`config.mk`:
```
export PLATFORM = sky130hd
export DESIGN_NAME = uart_status_tx
export DESIGN_NICKNAME = d
export VERILOG_FILES = /design/src/rtl/uart_pkg.sv /design/src/rtl/bin2bcd99.sv /design/src/rtl/uart_status_tx.sv
export SDC_FILE = /design/constraint.sdc
export NUM_CORES = 1
export LEC_CHECK = 0
export BUFFER_PORTS_ARGS = -buffer_cell sky130_fd_sc_hd__buf_2
export CAP_MARGIN = 30
export CORE_ASPECT_RATIO = 2
export CORE_UTILIZATION = 59
export DETAILED_ROUTE_END_ITERATION = 16
export GPL_ROUTABILITY_DRIVEN = 0
export GPL_TIMING_DRIVEN = 0
export PLACE_DENSITY_LB_ADDON = 0.05
export SLEW_MARGIN = 30
export SYNTH_ARGS = -nofsm -noshare
export SYNTH_HDL_FRONTEND = slang
export SYNTH_SLANG_ARGS = --single-unit
```
`constraint.sdc`:
```
create_clock -name clk -period 3.8 [get_ports clk]
set_input_delay 0.19 -clock clk [delete_from_list [all_inputs] [get_ports clk]]
set_output_delay 0.19 -clock clk [all_outputs]
set_load 0.02 [all_outputs]
```
`src/rtl/uart_pkg.sv`:
```
// uart_pkg
//   Constants shared by the UART command decoder and the status transmitter:
//   ASCII characters used in the status line, message length, FSM state
//   encoding and mode codes. Also two small helpers that map a mode code to
//   its line prefix and a BCD digit to its ASCII character.
package uart_pkg;

    localparam int MSG_LEN = 15;

    localparam logic [7:0] CH_COLON = 8'h3A;
    localparam logic [7:0] CH_DOT   = 8'h2E;
    localparam logic [7:0] CH_SPACE = 8'h20;
    localparam logic [7:0] CH_CR    = 8'h0D;
    localparam logic [7:0] CH_LF    = 8'h0A;
    localparam logic [7:0] CH_S     = 8'h53;
    localparam logic [7:0] CH_W     = 8'h57;
    localparam logic [7:0] CH_Q     = 8'h3F;
    localparam logic [7:0] CH_ZERO  = 8'h30;

    // Mode codes, identical to the ones the command decoder produces.
    localparam logic [1:0] MODE_SW_A   = 2'b00;
    localparam logic [1:0] MODE_SW_B   = 2'b01;
    localparam logic [1:0] MODE_WATCH  = 2'b10;
    localparam logic [1:0] MODE_UNUSED = 2'b11;

    localparam logic [1:0] ST_IDLE_ENC = 2'd0;
    localparam logic [1:0] ST_SEND_ENC = 2'd1;
    localparam logic [1:0] ST_WAIT_ENC = 2'd2;

    typedef enum logic [1:0] {
        ST_IDLE = ST_IDLE_ENC,
        ST_SEND = ST_SEND_ENC,
        ST_WAIT = ST_WAIT_ENC
    } state_t;

    function automatic logic [7:0] mode_char(input logic [1:0] mode);
        logic [7:0] c;
        case (mode)
            MODE_SW_A, MODE_SW_B: c = CH_S;
            MODE_WATCH:           c = CH_W;
            default:              c = CH_Q;
        endcase
        return c;
    endfunction

    function automatic logic [7:0] digit_char(input logic [3:0] d);
        return CH_ZERO + {4'h0, d};
    endfunction

endpackage

```
`src/rtl/bin2bcd99.sv`:
```
// bin2bcd99
//   Combinational 7-bit binary to two BCD digits. Values above 99 saturate
//   to 9/9 so an out-of-range field still prints as two digits.
// Ports
//   bin   in  7  binary value
//   tens  out 4  tens digit (0..9)
//   ones  out 4  ones digit (0..9)
module bin2bcd99 (
    input  logic [6:0] bin,
    output logic [3:0] tens,
    output logic [3:0] ones
);

    always_comb begin
        tens = 4'd0;
        ones = 4'd0;
        if (bin > 7'd99) begin
            tens = 4'd9;
            ones = 4'd9;
        end else begin
            // Threshold chain instead of a divider: the last threshold met wins.
            for (int k = 1; k < 10; k++) begin
                if (bin >= 7'(10 * k)) begin
                    tens = 4'(k);
                end
            end
            ones = 4'(bin - 7'(tens) * 7'd10);
        end
    end

endmodule

```
`src/rtl/uart_status_tx.sv`:
```
// uart_status_tx
//   Formats the current mode and time as a 15-byte ASCII line
//   ("W 12:05:37.42\r\n") and feeds it byte by byte to a byte-level uart_tx.
//   A report starts on send_req, on the periodic auto tick, or from a pending
//   request that arrived while a report was already running.
// Parameters
//   AUTO_PERIOD  clocks between automatic reports; 0 disables them
// Ports
//   clk       in   1  system clock
//   rst       in   1  synchronous active-high reset
//   send_req  in   1  one-cycle request for one report
//   mode      in   2  00/01 stopwatch, 10 watch, 11 unused
//   hour      in   5  hours, binary
//   min       in   6  minutes, binary
//   sec       in   6  seconds, binary
//   csec      in   7  centiseconds, binary
//   tx_busy   in   1  uart_tx is shifting a byte
//   tx_done   in   1  uart_tx finished the byte (pulse)
//   tx_data   out  8  byte to send, held until the next byte
//   tx_start  out  1  one-cycle launch pulse for tx_data
//   busy      out  1  report in progress
module uart_status_tx
    import uart_pkg::*;
#(
    parameter int AUTO_PERIOD = 100_000_000
) (
    input  logic       clk,
    input  logic       rst,
    input  logic       send_req,
    input  logic [1:0] mode,
    input  logic [4:0] hour,
    input  logic [5:0] min,
    input  logic [5:0] sec,
    input  logic [6:0] csec,
    input  logic       tx_busy,
    input  logic       tx_done,
    output logic [7:0] tx_data,
    output logic       tx_start,
    output logic       busy
);

    // A zero period would give a zero-width counter; keep one bit in that case.
    localparam int W = (AUTO_PERIOD > 0) ? $clog2(AUTO_PERIOD + 1) : 1;
    localparam logic [3:0] LAST_IDX = 4'(MSG_LEN - 1);

    state_t     state_reg;
    logic [3:0] index_reg;
    logic       pending_reg;
    logic [7:0] tx_data_reg;
    logic       tx_start_reg;
    logic [1:0] snap_mode_reg;
    // Snapshot fields: 0 hour, 1 min, 2 sec, 3 csec.
    logic [6:0] snap_field_reg [4];
    logic [3:0] tens [4];
    logic [3:0] ones [4];
    logic       auto_tick;
    logic       request;
    logic [7:0] byte_next;

    generate
        for (genvar gi = 0; gi < 4; gi++) begin : g_bcd
            bin2bcd99 u_bcd (
                .bin  (snap_field_reg[gi]),
                .tens (tens[gi]),
                .ones (ones[gi])
            );
        end
    endgenerate

    // Free-running report timer; never paused while a report is busy.
    generate
        if (AUTO_PERIOD > 0) begin : g_auto
            logic [W-1:0] auto_cnt_reg;
            always_ff @(posedge clk) begin
                if (rst) begin
                    auto_cnt_reg <= '0;
                end else if (auto_cnt_reg == W'(AUTO_PERIOD - 1)) begin
                    auto_cnt_reg <= '0;
                end else begin
                    auto_cnt_reg <= auto_cnt_reg + W'(1);
                end
            end
            assign auto_tick = (auto_cnt_reg == W'(AUTO_PERIOD - 1));
        end else begin : g_no_auto
            assign auto_tick = 1'b0;
        end
    endgenerate

    assign request = send_req | auto_tick;

    always_comb begin
        byte_next = CH_LF;
        case (index_reg)
            4'd0:  byte_next = mode_char(snap_mode_reg);
            4'd1:  byte_next = CH_SPACE;
            4'd2:  byte_next = digit_char(tens[0]);
            4'd3:  byte_next = digit_char(ones[0]);
            4'd4:  byte_next = CH_COLON;
            4'd5:  byte_next = digit_char(tens[1]);
            4'd6:  byte_next = digit_char(ones[1]);
            4'd7:  byte_next = CH_COLON;
            4'd8:  byte_next = digit_char(tens[2]);
            4'd9:  byte_next = digit_char(ones[2]);
            4'd10: byte_next = CH_DOT;
            4'd11: byte_next = digit_char(tens[3]);
            4'd12: byte_next = digit_char(ones[3]);
            4'd13: byte_next = CH_CR;
            default: byte_next = CH_LF;
        endcase
    end

    always_ff @(posedge clk) begin
        if (rst) begin
            state_reg     <= ST_IDLE;
            index_reg     <= 4'd0;
            pending_reg   <= 1'b0;
            tx_data_reg   <= 8'h00;
            tx_start_reg  <= 1'b0;
            snap_mode_reg <= 2'b00;
            for (int i = 0; i < 4; i++) begin
                snap_field_reg[i] <= 7'd0;
            end
        end else begin
            tx_start_reg <= 1'b0;
            case (state_reg)
                ST_IDLE: begin
                    if (request || pending_reg) begin
                        // Snapshot taken once per report so the line is self-consistent.
                        snap_mode_reg     <= mode;
                        snap_field_reg[0] <= {2'b00, hour};
                        snap_field_reg[1] <= {1'b0, min};
                        snap_field_reg[2] <= {1'b0, sec};
                        snap_field_reg[3] <= csec;
                        pending_reg       <= 1'b0;
                        index_reg         <= 4'd0;
                        state_reg         <= ST_SEND;
                    end
                end
                ST_SEND: begin
                    if (request) begin
                        pending_reg <= 1'b1;
                    end
                    if (!tx_busy) begin
                        tx_data_reg  <= byte_next;
                        tx_start_reg <= 1'b1;
                        state_reg    <= ST_WAIT;
                    end
                end
                ST_WAIT: begin
                    // Also covers a request arriving with the final tx_done.
                    if (request) begin
                        pending_reg <= 1'b1;
                    end
                    if (tx_done) begin
                        if (index_reg == LAST_IDX) begin
                            state_reg <= ST_IDLE;
                        end else begin
                            index_reg <= index_reg + 4'd1;
                            state_reg <= ST_SEND;
                        end
                    end
                end
                default: state_reg <= ST_IDLE;
            endcase
        end
    end

    assign tx_data  = tx_data_reg;
    assign tx_start = tx_start_reg;
    assign busy     = (state_reg != ST_IDLE);

endmodule
```
# After elaboration in Yosys (flattened, before gate mapping)
# Memories as Yosys holds them, arrays and structs flattened.
# Index checks and enable logic that the tools add are counted.
[classes] order_cmp=40 reduce_logical=17 bitwise_logic=7 mul=4 eq_ne=24 addsub=14 muxes=73
[ops] op="8-bit one-hot mux with 13 select lines" count=1
[ops] op="4-bit 2-to-1 mux" count=23
[ops] op="7-bit by 6-bit greater-or-equal comparator with 1-bit output (second input constant)" count=12
[ops] op="7-bit greater-or-equal comparator (second input constant)" count=12
[ops] op="6-bit by 4-bit adder with 7-bit output (first input constant)" count=8
[ops] op="7-bit by 5-bit greater-or-equal comparator with 1-bit output (second input constant)" count=8
[ops] op="3-bit 2-to-1 mux" count=16
[ops] op="4-bit == test (second input constant)" count=7
[ops] op="7-bit by 4-bit greater-or-equal comparator with 1-bit output (second input constant)" count=4
[ops] op="7-bit greater-than comparator (second input constant)" count=4
[ops] op="7-bit 2-to-1 mux" count=4
[ops] op="27-bit by 1-bit adder with 27-bit output (second input constant)" count=1
[ops] op="27-bit == test (second input constant)" count=1
[ops] op="2-bit 2-to-1 mux" count=11
[ops] op="4-bit by 3-bit == test with 1-bit output (second input constant)" count=4
[ops] op="4-bit by 3-bit multiplier with 3-bit output (second input constant)" count=4
[ops] op="4-bit subtractor" count=4
[ops] op="1-bit 2-to-1 mux" count=14
[ops] op="7-bit one-hot mux with 2 select lines" count=1
[ops] op="2-bit OR reduction" count=5
[ops] op="4-bit by 2-bit == test with 1-bit output (second input constant)" count=2
[ops] op="2-bit inequality test (second input constant)" count=4
[ops] op="4-bit one-hot mux with 2 select lines" count=1
[ops] op="2-bit one-hot mux with 3 select lines" count=1
[ops] op="15 further kinds" count=27
[word_totals] ramBits=28 output_inout_bits=10 n_memories=1 wordCells=187 input_bits=31 register_bits=45
[mem_list] name="snap_field_reg" depth=4 width=7 read_ports=4 rd_ports_with_merged_regs=0 write_ports=4 line="uart_status_tx.sv:53" text="logic [6:0] snap_field_reg [4];"

# Longest topological paths before layout
# Gate-level depths: netlist (run 1).
# An unclocked memory read counts as a cell.
[logic_depth] word_depth=17 mapped_depth=13

# Cells and area by module
# From an unflattened synthesis (run 1), not the netlist that was laid out.
[hier_totals] cells_unflattened=555 hier_area_um2=4858.4
[by_module_without_submodules] module="uart_status_tx" n_inst=1 area_each_um2=3384.5 seq_area_each_um2=1601.5 cells_each=355
[by_module_without_submodules] module="bin2bcd99 at g_bcd[0].u_bcd ..." n_inst=3 area_each_um2=367.9 seq_area_each_um2=0.0 cells_each=50
[by_module_without_submodules] module="bin2bcd99 at g_bcd[1].u_bcd" n_inst=1 area_each_um2=370.4 seq_area_each_um2=0.0 cells_each=50

# Worst setup path before layout (run 1)
# Ideal clock, no wire load.
[synth_timing] kind="register to register" startpoint="mem snap_field_reg[3][2]" endpoint="reg tx_data_reg[3] (netlist: tx_data[3])" t_arrival_ps=2664 setup_slack_ps=1003 required_ps=3667 path_stages_with_launch=14 path_buffers=1 setup_time_ps=133 cell_sequence="edfxtp_1 > clkbuf_1 > and3b_1 > o211ai_1 > o311ai_0 > nor2_1 > ha_1 > inv_1 > fa_1 > xor2_1 > xnor2_1 > or4_1 > nand3_1 > a41oi_1"
[synth_rtl] element="start, declared" line="uart_status_tx.sv:53"
[synth_rtl] element="end signal, assigned" line="uart_status_tx.sv:144" text="tx_data_reg <= byte_next;"
[synth_rtl] element="end, declared" line="uart_status_tx.sv:49" text="logic [7:0] tx_data_reg;"

==> results_dict.tcl, run 1 <==
set metrics [dict create \
    status "completed" \
    layout.cells.non_filler 588 \
    ios 41 \
    ant_nets 0 \
    slew_viol_final 0 \
    numCtsBuffers 9 \
    power.leakage_uw 0.001797 \
    irDropWorstVdd_mv 0.3376 \
    grt_pass1_wl_um 14670 \
    cp_max_fo 9 \
    grt_busiest_layer "met2" \
    firstDrtPassIters 4 \
    min_to "snap_mode_reg[0]" \
    rows 42 \
    worst_ep_required_time_ns 4.00 \
    p_int_uw 1774 \
    routedWlPerCell_um 15.45 \
    worst_r2r_endpoint "tx_data[3]" \
    met2_usage_pct 51.39 \
    fillCellCount 555 \
    clk_path_buf_depth 2 \
    p_per_area_mw_per_mm2 585.8 \
    drive_gt1_share_pct 12.40 \
    vias 3369 \
    tritoncts "built" \
    min-delay-start "mode[0]" \
    reg2reg_from "snap_field_reg[3][2]" \
    finalSetupViolations 0 \
    area.growth.synth_to_final_pct 14.97 \
    drt_iter0_drc 111 \
    dp_cells 572 \
    portBuffers 39 \
    place_hpwl_um 6971 \
    swShare_pct 33.64 \
    syn_inst 445 \
    synth-edff-count 24 \
    largest_reg_flops 27 \
    reg2reg_depth 13 \
    start_kind "flop" \
    track_usage_pct 28.16 \
    layout.nets 544 \
    core_mm2 0.006569 \
    dieHeight_um 118.0 \
    vias_per_cell 5.730 \
    finalHoldViolCount 0 \
    first_global_vias 3274 \
    clock-skew-final_ns 0.005906 \
    clk_pin_slew_ns 0.05 \
    die_area_mm2 0.007079 \
    initial_core_util_pct 60.42 \
    ys.flop_type "dfxtp_1" \
    maxCapViolations 0 \
    multi_input_area_mm2 0.002178 \
    grt.overflow.total 0 \
    syn-num-nets 494 \
    worstMarginPinSlew_ns 0.8671 \
    post_cts_buffers 0 \
    ys_ff_latch 68 \
    die_width_um 60.00 \
    p_comb_share_pct 33.9 \
    grtUsageMet1_pct 25.73 \
    antenna_found_initial 0 \
    max_freq_mhz 319.8 \
    end_kind "flop" \
    regArea_mm2 0.001602 \
    drcViolationCount 0 \
    clockRootBuffer "clkbuf_16" \
    antennaDiodeCount 0 \
    hp-class "in -> reg" \
    use_met3_pct 6.374 \
    cts_sinks 68 \
    tns_ns 0 \
    hold_depth 3 \
    relSlewSlack_pct 41.38 \
    cts-resized-gates 0 \
    grt_max_degree 25 \
    routed_wl_um 9085 \
    synthesis.area_mm2 0.003969 \
    power.share.sequential_pct 36.9 \
    p_clk_share_pct 29.2 \
    worstPathArrival_ns 3.32 \
    startpoint "snap_field_reg[3][2]" \
    rrSetupSlack_ns 0.67 \
    yosysSeqAreaShare_pct 40.35 \
    insertion_delay_ns 0.33 \
    grt_setup_unrepaired "false" \
    period_minus_slack_ns 3.127 \
    critPathKind "reg -> reg" \
    ys_types 62 \
    power_switching_uw 899.2 \
    cts_max_level 3 \
    synth_warnings 0 \
    synthArstFlopShare_pct 0 \
    syn_area_per_cell_um2 8.919 \
    cts_hold_buf 0 \
    fin_crit_sh_pct 82.29 \
]
## synth_stat cells (3+ instances only)
library cell,n,area (um2)
nor2_1,53,198.9
dfxtp_1,44,880.8
nand2_1,31,116.4
inv_1,25,93.84
and2_1,24,150.1
edfxtp_1,24,720.7
clkbuf_1,21,78.83
xor2_1,20,175.2
nand3_1,16,80.08
a21oi_1,14,70.07
ha_1,14,175.2
xnor2_1,13,113.9
o21ai_0,12,60.06
nand2b_1,11,68.82
mux2i_1,8,80.08
a21boi_0,7,52.55
and3_1,7,43.79
a31oi_1,6,37.54
nor3_1,6,30.03
or3_1,6,37.54
nor2b_1,5,31.28
a311oi_1,4,35.03
fa_1,4,80.08
nand4_1,4,25.02
o22ai_1,4,25.02
or2_2,4,25.02
maj3_1,3,30.03
nor3b_1,3,22.52
o21bai_1,3,22.52
o32ai_1,3,26.28
## through the flow
step / hold WS, ns / total power [uW] / area, um2 / util, % / worst slack (ns)
final: 0.1108 / 2673 / 4563 / 69.47 / 0.6730
after CTS: 0.1041 / 2690 / 4563 / 69.47 / 0.6519
after floorplan: 0.3372 / 1672 / 3969 / - / 1.003
after detailed placement: 0.4475 / 1899 / 4274 / 65.07 / 0.6682
after global placement: 0.4308 / 1868 / 4274 / 65.07 / 0.7009
after global routing: 0.1087 / 2849 / 4563 / 69.47 / 0.3739
## layout by cell type (no fill, tap or decap), types with 4 or more instances in the layout
master	count
a21boi_0	7
a21oi_1	14
a311oi_1	4
a31oi_1	6
and2_1	24
and3_1	7
buf_2	40
clkbuf_1	22
clkbuf_16	10
dfxtp_1	44
edfxtp_1	24
fa_1	4
ha_1	14
inv_1	25
mux2i_1	8
nand2_1	31
nand2b_1	11
nand3_1	16
nand4_1	4
nor2_1	53
nor2b_1	5
nor3_1	6
o21ai_0	12
o22ai_1	4
or2_2	4
or3_1	6
xnor2_1	13
xor2_1	20
## kinds of logic after synthesis
| group | synth area share, % |
|---|---|
| compound gates | 14.12 |
| simple gates | 23.90 |
| flops | 40.35 |
| fa+ha+maj | 7.188 |
| buf+inv | 4.760 |
| mux | 2.301 |
| other cells | 0.09449 |
| xor+xnor | 7.283 |
## power by group through the flow
stage / Combinational (uW) / Clock, uW / Sequential [uW]
finish: 905 / 782 / 986
global route: 1010 / 833 / 1000
CTS: 904 / 800 / 986
detailed placement: 899 / 0 / 1000
global placement: 873 / 0 / 994
floorplan: 675 / 0 / 997
## per-layer routing
layer / routed length, um / share of wire (%) / up-vias
met5: 0 / 0 / -
met4: 470 / 5.2 / 0
met3: 213 / 2.3 / 34
met2: 5104 / 56 / 80
met1: 3296 / 36 / 1601
li1: - / - / 1654
## final cells by class
class	instances	area share [%]
Buffer	24	2.084
Clock buffer	12	5.868
Clock inverter	4	0.4661
Inverter	25	2.056
Multi-Input combinational cell	328	47.74
Sequential cell	68	35.10
Tap cell	88	2.413
Timing Repair Buffer	39	4.277
## worst max-delay path by stage
stage          depth (start not counted)         end  slack, ns
4_1_cts                               13  tx_data[3]       0.65
5_1_grt                               13  tx_data[3]       0.37
6_report                              13  tx_data[3]       0.67
3_3_place_gp                          13  tx_data[3]       0.70
2_1_floorplan                         13  tx_data[3]       1.00
3_5_place_dp                          13  tx_data[3]       0.67
## worst max-delay path, stage by stage, from the launching register on
cell,delay [ns]
edfxtp_1,0.37
clkbuf_1,0.32
and3b_1,0.22
o211ai_1,0.14
o311ai_0,0.29
nor2_1,0.17
ha_1,0.15
inv_1,0.04
fa_1,0.37
xor2_1,0.16
xnor2_1,0.15
or4_1,0.41
nand3_1,0.09
a41oi_1,0.09
No activity file was read; power rests on OpenSTA's default activity.
==> inputs of run 2 (changes only) <==
- CORE_UTILIZATION: 59 -> 53
- clock period: 3.8 -> 2.7 ns (I/O delays scaled with it)
==> results_dict.tcl, run 2 (synthesis results as in run 1) <==
set metrics [dict create \
    place_hpwl_um 7025 \
    worst_r2r_endpoint "tx_data[3]" \
    insertion_delay_ns 0.33 \
    slew_viol_final 0 \
    dieHeight_um 124.4 \
    irDropWorstVdd_mv 0.5593 \
    routedWlPerCell_um 15.74 \
    grt_setup_unrepaired "true" \
    vias_per_cell 5.583 \
    final_cell_mix "nor2_1, dfxtp_1, buf_2" \
    tritoncts "built" \
    finalSetupViolations 1 \
    layout.cells.non_filler 599 \
    maxCapViolations 0 \
    antennaDiodeCount 0 \
    grt.overflow.total 0 \
    drt_iter0_drc 145 \
    firstDrtPassIters 4 \
    power.share.sequential_pct 35.1 \
    max_freq_mhz 347.8 \
    area.growth.synth_to_final_pct 18.73 \
    final_common_cell "nor2_1" \
    cts_max_level 3 \
    min_to "snap_mode_reg[0]" \
    grt_pass1_wl_um 15640 \
    rows 44 \
    track_usage_pct 25.84 \
    power_switching_uw 1375 \
    violations "setup timing" \
    die_area_mm2 0.007860 \
    critPathKind "reg -> reg" \
    worstMarginPinSlew_ns 0.8689 \
    p_int_uw 2614 \
    largest_reg_flops 27 \
    end_kind "flop" \
    worstPathArrival_ns 3.08 \
    post_dp_cell_area_mm2 0.004283 \
    power.leakage_uw 0.001873 \
    clk_pin_slew_ns 0.06 \
    hold_depth 3 \
    initial_core_util_pct 54.61 \
    dp_cells 576 \
    clock-skew-final_ns 0.006415 \
    antenna_found_initial 0 \
    drcViolationCount 0 \
    period_minus_slack_ns 2.875 \
    portBuffers 39 \
    min-delay-start "mode[0]" \
    p_comb_share_pct 36.2 \
    cp_max_fo 5 \
    swShare_pct 34.47 \
    vias 3344 \
    reg2reg_from "snap_field_reg[3][5]" \
    status "finished, violations left" \
    relSlewSlack_pct 41.26 \
    ios 41 \
    numCtsBuffers 9 \
    routed_wl_um 9431 \
    clockRootBuffer "clkbuf_16" \
    final_util_pct 64.84 \
    worst_ep_required_time_ns 2.90 \
    grt_max_degree 25 \
    ant_nets 0 \
    clk_path_buf_depth 2 \
    final_area_mm2 0.004712 \
    reg2reg_depth 13 \
    cts_sinks 68 \
    rrSetupSlack_ns -0.17 \
    cts_hold_buf 0 \
    first_global_vias 3449 \
    fillCellCount 658 \
    p_clk_share_pct 28.7 \
    fin_crit_sh_pct 106.5 \
    p_per_area_mw_per_mm2 846.5 \
    hp-class "in -> reg" \
    setup_ws_ns -0.1748 \
    die_width_um 63.19 \
    start_kind "flop" \
    finalHoldViolCount 0 \
    hold_ws_ns 0.04925 \
    layout.nets 551 \
    core_mm2 0.007267 \
    drive_gt1_share_pct 17.16 \
]
==> run 2: changes by cell type in the layout (fill, tap and decap cells not counted), sizes merged <==
cell	delta
clkinv	+1
clkbuf	-6
bufinv	+1
clkinvlp	+1
buf	+10
==> run 2: power groups by stage <==
stage	registers [uW]	clock network, uW	logic [uW]
6_report	1400	1150	1440
3_3_place_gp	1410	0	1250
5_1_grt	1420	1210	1620
4_1_cts	1400	1170	1370
3_5_place_dp	1420	0	1290
2_1_floorplan	1400	0	956
==> run 2: worst max-delay path by stage <==
stage               cells past startpoint            startpoint          to  slack (ns)
finish                                 13  snap_field_reg[3][5]  tx_data[3]       -0.17
global route                           13  snap_field_reg[3][4]  tx_data[3]       -0.31
CTS                                    13  snap_field_reg[3][5]  tx_data[3]       -0.17
detailed placement                     13  snap_field_reg[3][3]  tx_data[3]       -0.33
global placement                       13  snap_field_reg[3][3]  tx_data[3]       -0.28
floorplan                              13  snap_field_reg[3][3]  tx_data[3]        0.02
==> run 2: layout make-up <==
type	count	area [um2]	share of cell area [%]
plain buffers	24	128.9	2.735
inverters	25	93.84	1.992
multi-input cells	328	2232	47.37
well taps	92	115.1	2.443
clock inverters	7	67.56	1.434
repair buffers	46	247.7	5.258
clock buffers	9	225.2	4.780
flip-flops and latches	68	1602	33.99
==> run 2: critical path: stages (launching register included) <==
cell and delay (ns):
edfxtp_1 0.45, clkbuf_8 0.19, nor2b_1 0.14, a31oi_1 0.22, o311ai_2 0.17, nor2_1 0.12
ha_1 0.15, inv_1 0.05, fa_2 0.33, xor2_1 0.16, xnor2_1 0.14, or4_1 0.41
nand3_1 0.10, a41oi_1 0.10
==> run 2: timing repair <==
item,4_1_cts,5_1_grt
endpoints found under the setup margin,11,66
setup buffers,4,3
endpoints found under the hold margin,0,0
pin swaps,4,5
resized for setup,9,22
cloned,0,0
==> run 2: routing by layer <==
metal,global-route usage (%),vias to the layer above,share of wire (%)
met5,0,-,0
met4,16.04,0,4.9
met3,4.579,31,2.7
met2,49.08,68,56
met1,24.38,1571,36
li1,-,1674,-
==> run 2: per-stage QoR <==
step                      setup slack [ns]  total power, uW  setup TNS (ns)
after floorplan                    0.01500             2359               0
after detailed placement           -0.3268             2705         -0.3282
after global routing               -0.3093             4255         -0.3099
after CTS                          -0.1676             3938         -0.1676
final                              -0.1748             3989         -0.1748
after global placement             -0.2825             2664         -0.3421
==> inputs of run 3 (changes only) <==
- ABC_AREA: not set -> 1
- CORE_UTILIZATION: 53 -> 54
- GPL_TIMING_DRIVEN: 0 -> not set
==> results_dict.tcl, run 3 <==
set metrics [dict create \
    finalHoldViolCount 0 \
    final_common_cell "nand2_1" \
    track_usage_pct 23.69 \
    portBuffers 39 \
    area.growth.synth_to_final_pct 14.87 \
    critPathKind "reg -> reg" \
    end_kind "flop" \
    worst_ep_required_time_ns 2.92 \
    worstMarginPinSlew_ns 0.6240 \
    synthesis.area_mm2 0.004317 \
    clk_path_buf_depth 2 \
    p_per_area_mw_per_mm2 831.2 \
    final_util_pct 64.75 \
    place_hpwl_um 7348 \
    critical_path.max_stage_delay_ns 0.48 \
    rrSetupSlack_ns 0.08 \
    hp-class "in -> reg" \
    syn_inst 571 \
    p_total_uw 4121 \
    cts_sinks 68 \
    worst_r2r_endpoint "tx_data[3]" \
    grt_pass1_wl_um 15280 \
    min_to "snap_mode_reg[1]" \
    clock-skew-final_ns 0.004457 \
    hold_ws_ns 0.07337 \
    start_kind "flop" \
    synth-edff-count 24 \
    finalSetupViolations 0 \
    antennaDiodeCount 0 \
    ios 41 \
    status "completed" \
    dp_cells 700 \
    layout.nets 669 \
    synth.top_cells.by_count "nand2_1, inv_1, nor2_1" \
    yosysMostFrequentCell "nand2_1" \
    largest_reg_flops 27 \
    yosysSeqAreaShare_pct 37.10 \
    die_width_um 65.22 \
    max_freq_mhz 382.3 \
    vias_per_cell 5.248 \
    ant_nets 0 \
    rows 45 \
    numCtsBuffers 9 \
    tritoncts "built" \
    power.leakage_uw 0.002244 \
    initial_core_util_pct 56.37 \
    drt_iter0_drc 158 \
    hold_depth 3 \
    synth_area_leaders "dfxtp_1, edfxtp_1, nand2_1, inv_1, nor2_4" \
    dieHeight_um 128.4 \
    ys_ff_latch 68 \
    drcViolationCount 0 \
    maxCapViolations 0 \
    ys_types 40 \
    syn_area_per_cell_um2 7.560 \
    antenna_found_initial 0 \
    routedWlPerCell_um 12.86 \
    crit_chain "nor2_1, nand2_1, nor2_2, nand2_1, nand2_1, nand2_1, nand2_1, nand2_1, nand2_1, nand2_2, nand2_4, ha_4, inv_2, fa_2, xor2_2, xor2_1, inv_1, nand2_1, nand3_1, nand2_1, a21oi_2" \
    synth_warnings 0 \
    relSlewSlack_pct 58.25 \
    worstPathArrival_ns 2.84 \
    ys.flop_type "dfxtp_1" \
    period_minus_slack_ns 2.616 \
    cts_max_level 3 \
    clockRootBuffer "clkbuf_16" \
    layout.cells.non_filler 719 \
    irDropWorstVdd_mv 0.4590 \
    synth_area_leader_cell "dfxtp_1" \
    final_cell_mix "nand2_1, inv_1, nor2_1" \
    core_mm2 0.007657 \
    fin_crit_sh_pct 96.88 \
    grt_setup_unrepaired "true" \
    path_common_cell "nand2_1" \
    insertion_delay_ns 0.33 \
    die_area_mm2 0.008377 \
    firstDrtPassIters 4 \
    grt_max_degree 27 \
    drive_gt1_share_pct 18.24 \
    pre_cts_ws_ns 0.01582 \
    min-delay-start "mode[1]" \
    clk_pin_slew_ns 0.05 \
    grt.overflow.total 0 \
    reg2reg_from "snap_field_reg[3][6]" \
    setup_ws_ns 0.08431 \
    slowest_stage "edfxtp_1" \
    yosys.area.top_type_share_pct 20.41 \
    routed_wl_um 9245 \
    reg2reg_depth 21 \
    cp_max_fo 7 \
    first_global_vias 3708 \
    slew_viol_final 0 \
    vias 3773 \
    syn-num-nets 620 \
    synthArstFlopShare_pct 0 \
]
[run 3: changes by cell type after synthesis, moves of 16 or more]
cell	before	now
nand2_1	31	107
clkbuf_1	21	3
nor2_4	0	25
a21oi_1	14	30
o21ai_0	12	29
inv_1	25	104
and2_1	24	0
[run 3: repair_timing]
| item | CTS | global route |
|---|---|---|
| gates resized for setup | 2 | 13 |
| setup endpoints to repair | 1 | 2 |
| buffers inserted | 0 | 3 |
| pin swaps | 3 | 10 |
| hold buffers | 0 | 0 |
[run 3: metal layers]
metal	track usage (%)	wire [um]
met1	20.03	3223
met2	48.03	5461
met3	5.053	317
met4	12.40	243
met5	0	0
[run 3: worst max path at each step]
stage	startpoint	endpoint	slack (ns)	cells after the start
5_1_grt	snap_field_reg[3][6]	tx_data[3]	-0.10	20
6_report	snap_field_reg[3][6]	tx_data[3]	0.08	21
3_3_place_gp	snap_field_reg[3][3]	tx_data[3]	0.13	20
4_1_cts	snap_field_reg[3][4]	tx_data[3]	0.008	22
2_1_floorplan	snap_field_reg[3][3]	tx_data[3]	0.20	20
3_5_place_dp	snap_field_reg[3][3]	tx_data[3]	0.02	20
[run 3: worst max-delay path: cells and delay by family (launching register included)]
kind / cells / cell delay (ns)
and+or+nand+nor: 14 / 1.05
adders and majority gates: 2 / 0.49
DFF: 1 / 0.48
xor gates and xnor gates: 2 / 0.35
buffers and inverters: 2 / 0.11
AOI/OAI and AO/OA: 1 / 0.05
[run 3: report_power, final]
group	switching [uW]	total (uW)	internal (uW)
sequential	133	1410	1270
combinational	1010	1610	601
clock	435	1110	671
[run 3: cells by family (layout without fill, tap and decap cells)]
logic type,Yosys count,count (layout),share of synthesized area [%]
DFF,68,68,37.10
xor gates and xnor gates,14,14,2.840
buffers and inverters,115,169,11.07
AOI/OAI and AO/OA,82,82,10.52
other,1,1,0.08687
and+or+nand+nor,273,273,32.46
adders and majority gates,18,18,5.913
[run 3: area by class of cell]
cell class / instances / area, um2
Clock buffer: 11 / 252.7
Clock inverter: 5 / 33.78
Fill cell: 692 / 2699
Inverter: 106 / 397.9
Multi-Input combinational cell: 388 / 2287
Sequential cell: 68 / 1602
Tap cell: 94 / 117.6
Timing Repair Buffer: 47 / 267.8
[run 3: metrics by stage]
stage | area, um2 | setup TNS (ns)
after floorplan | 4320 | 0
after CTS | 4895 | 0
after detailed placement | 4603 | 0
final | 4959 | 0
after global routing | 4959 | -0.1756
after global placement | 4603 | 0
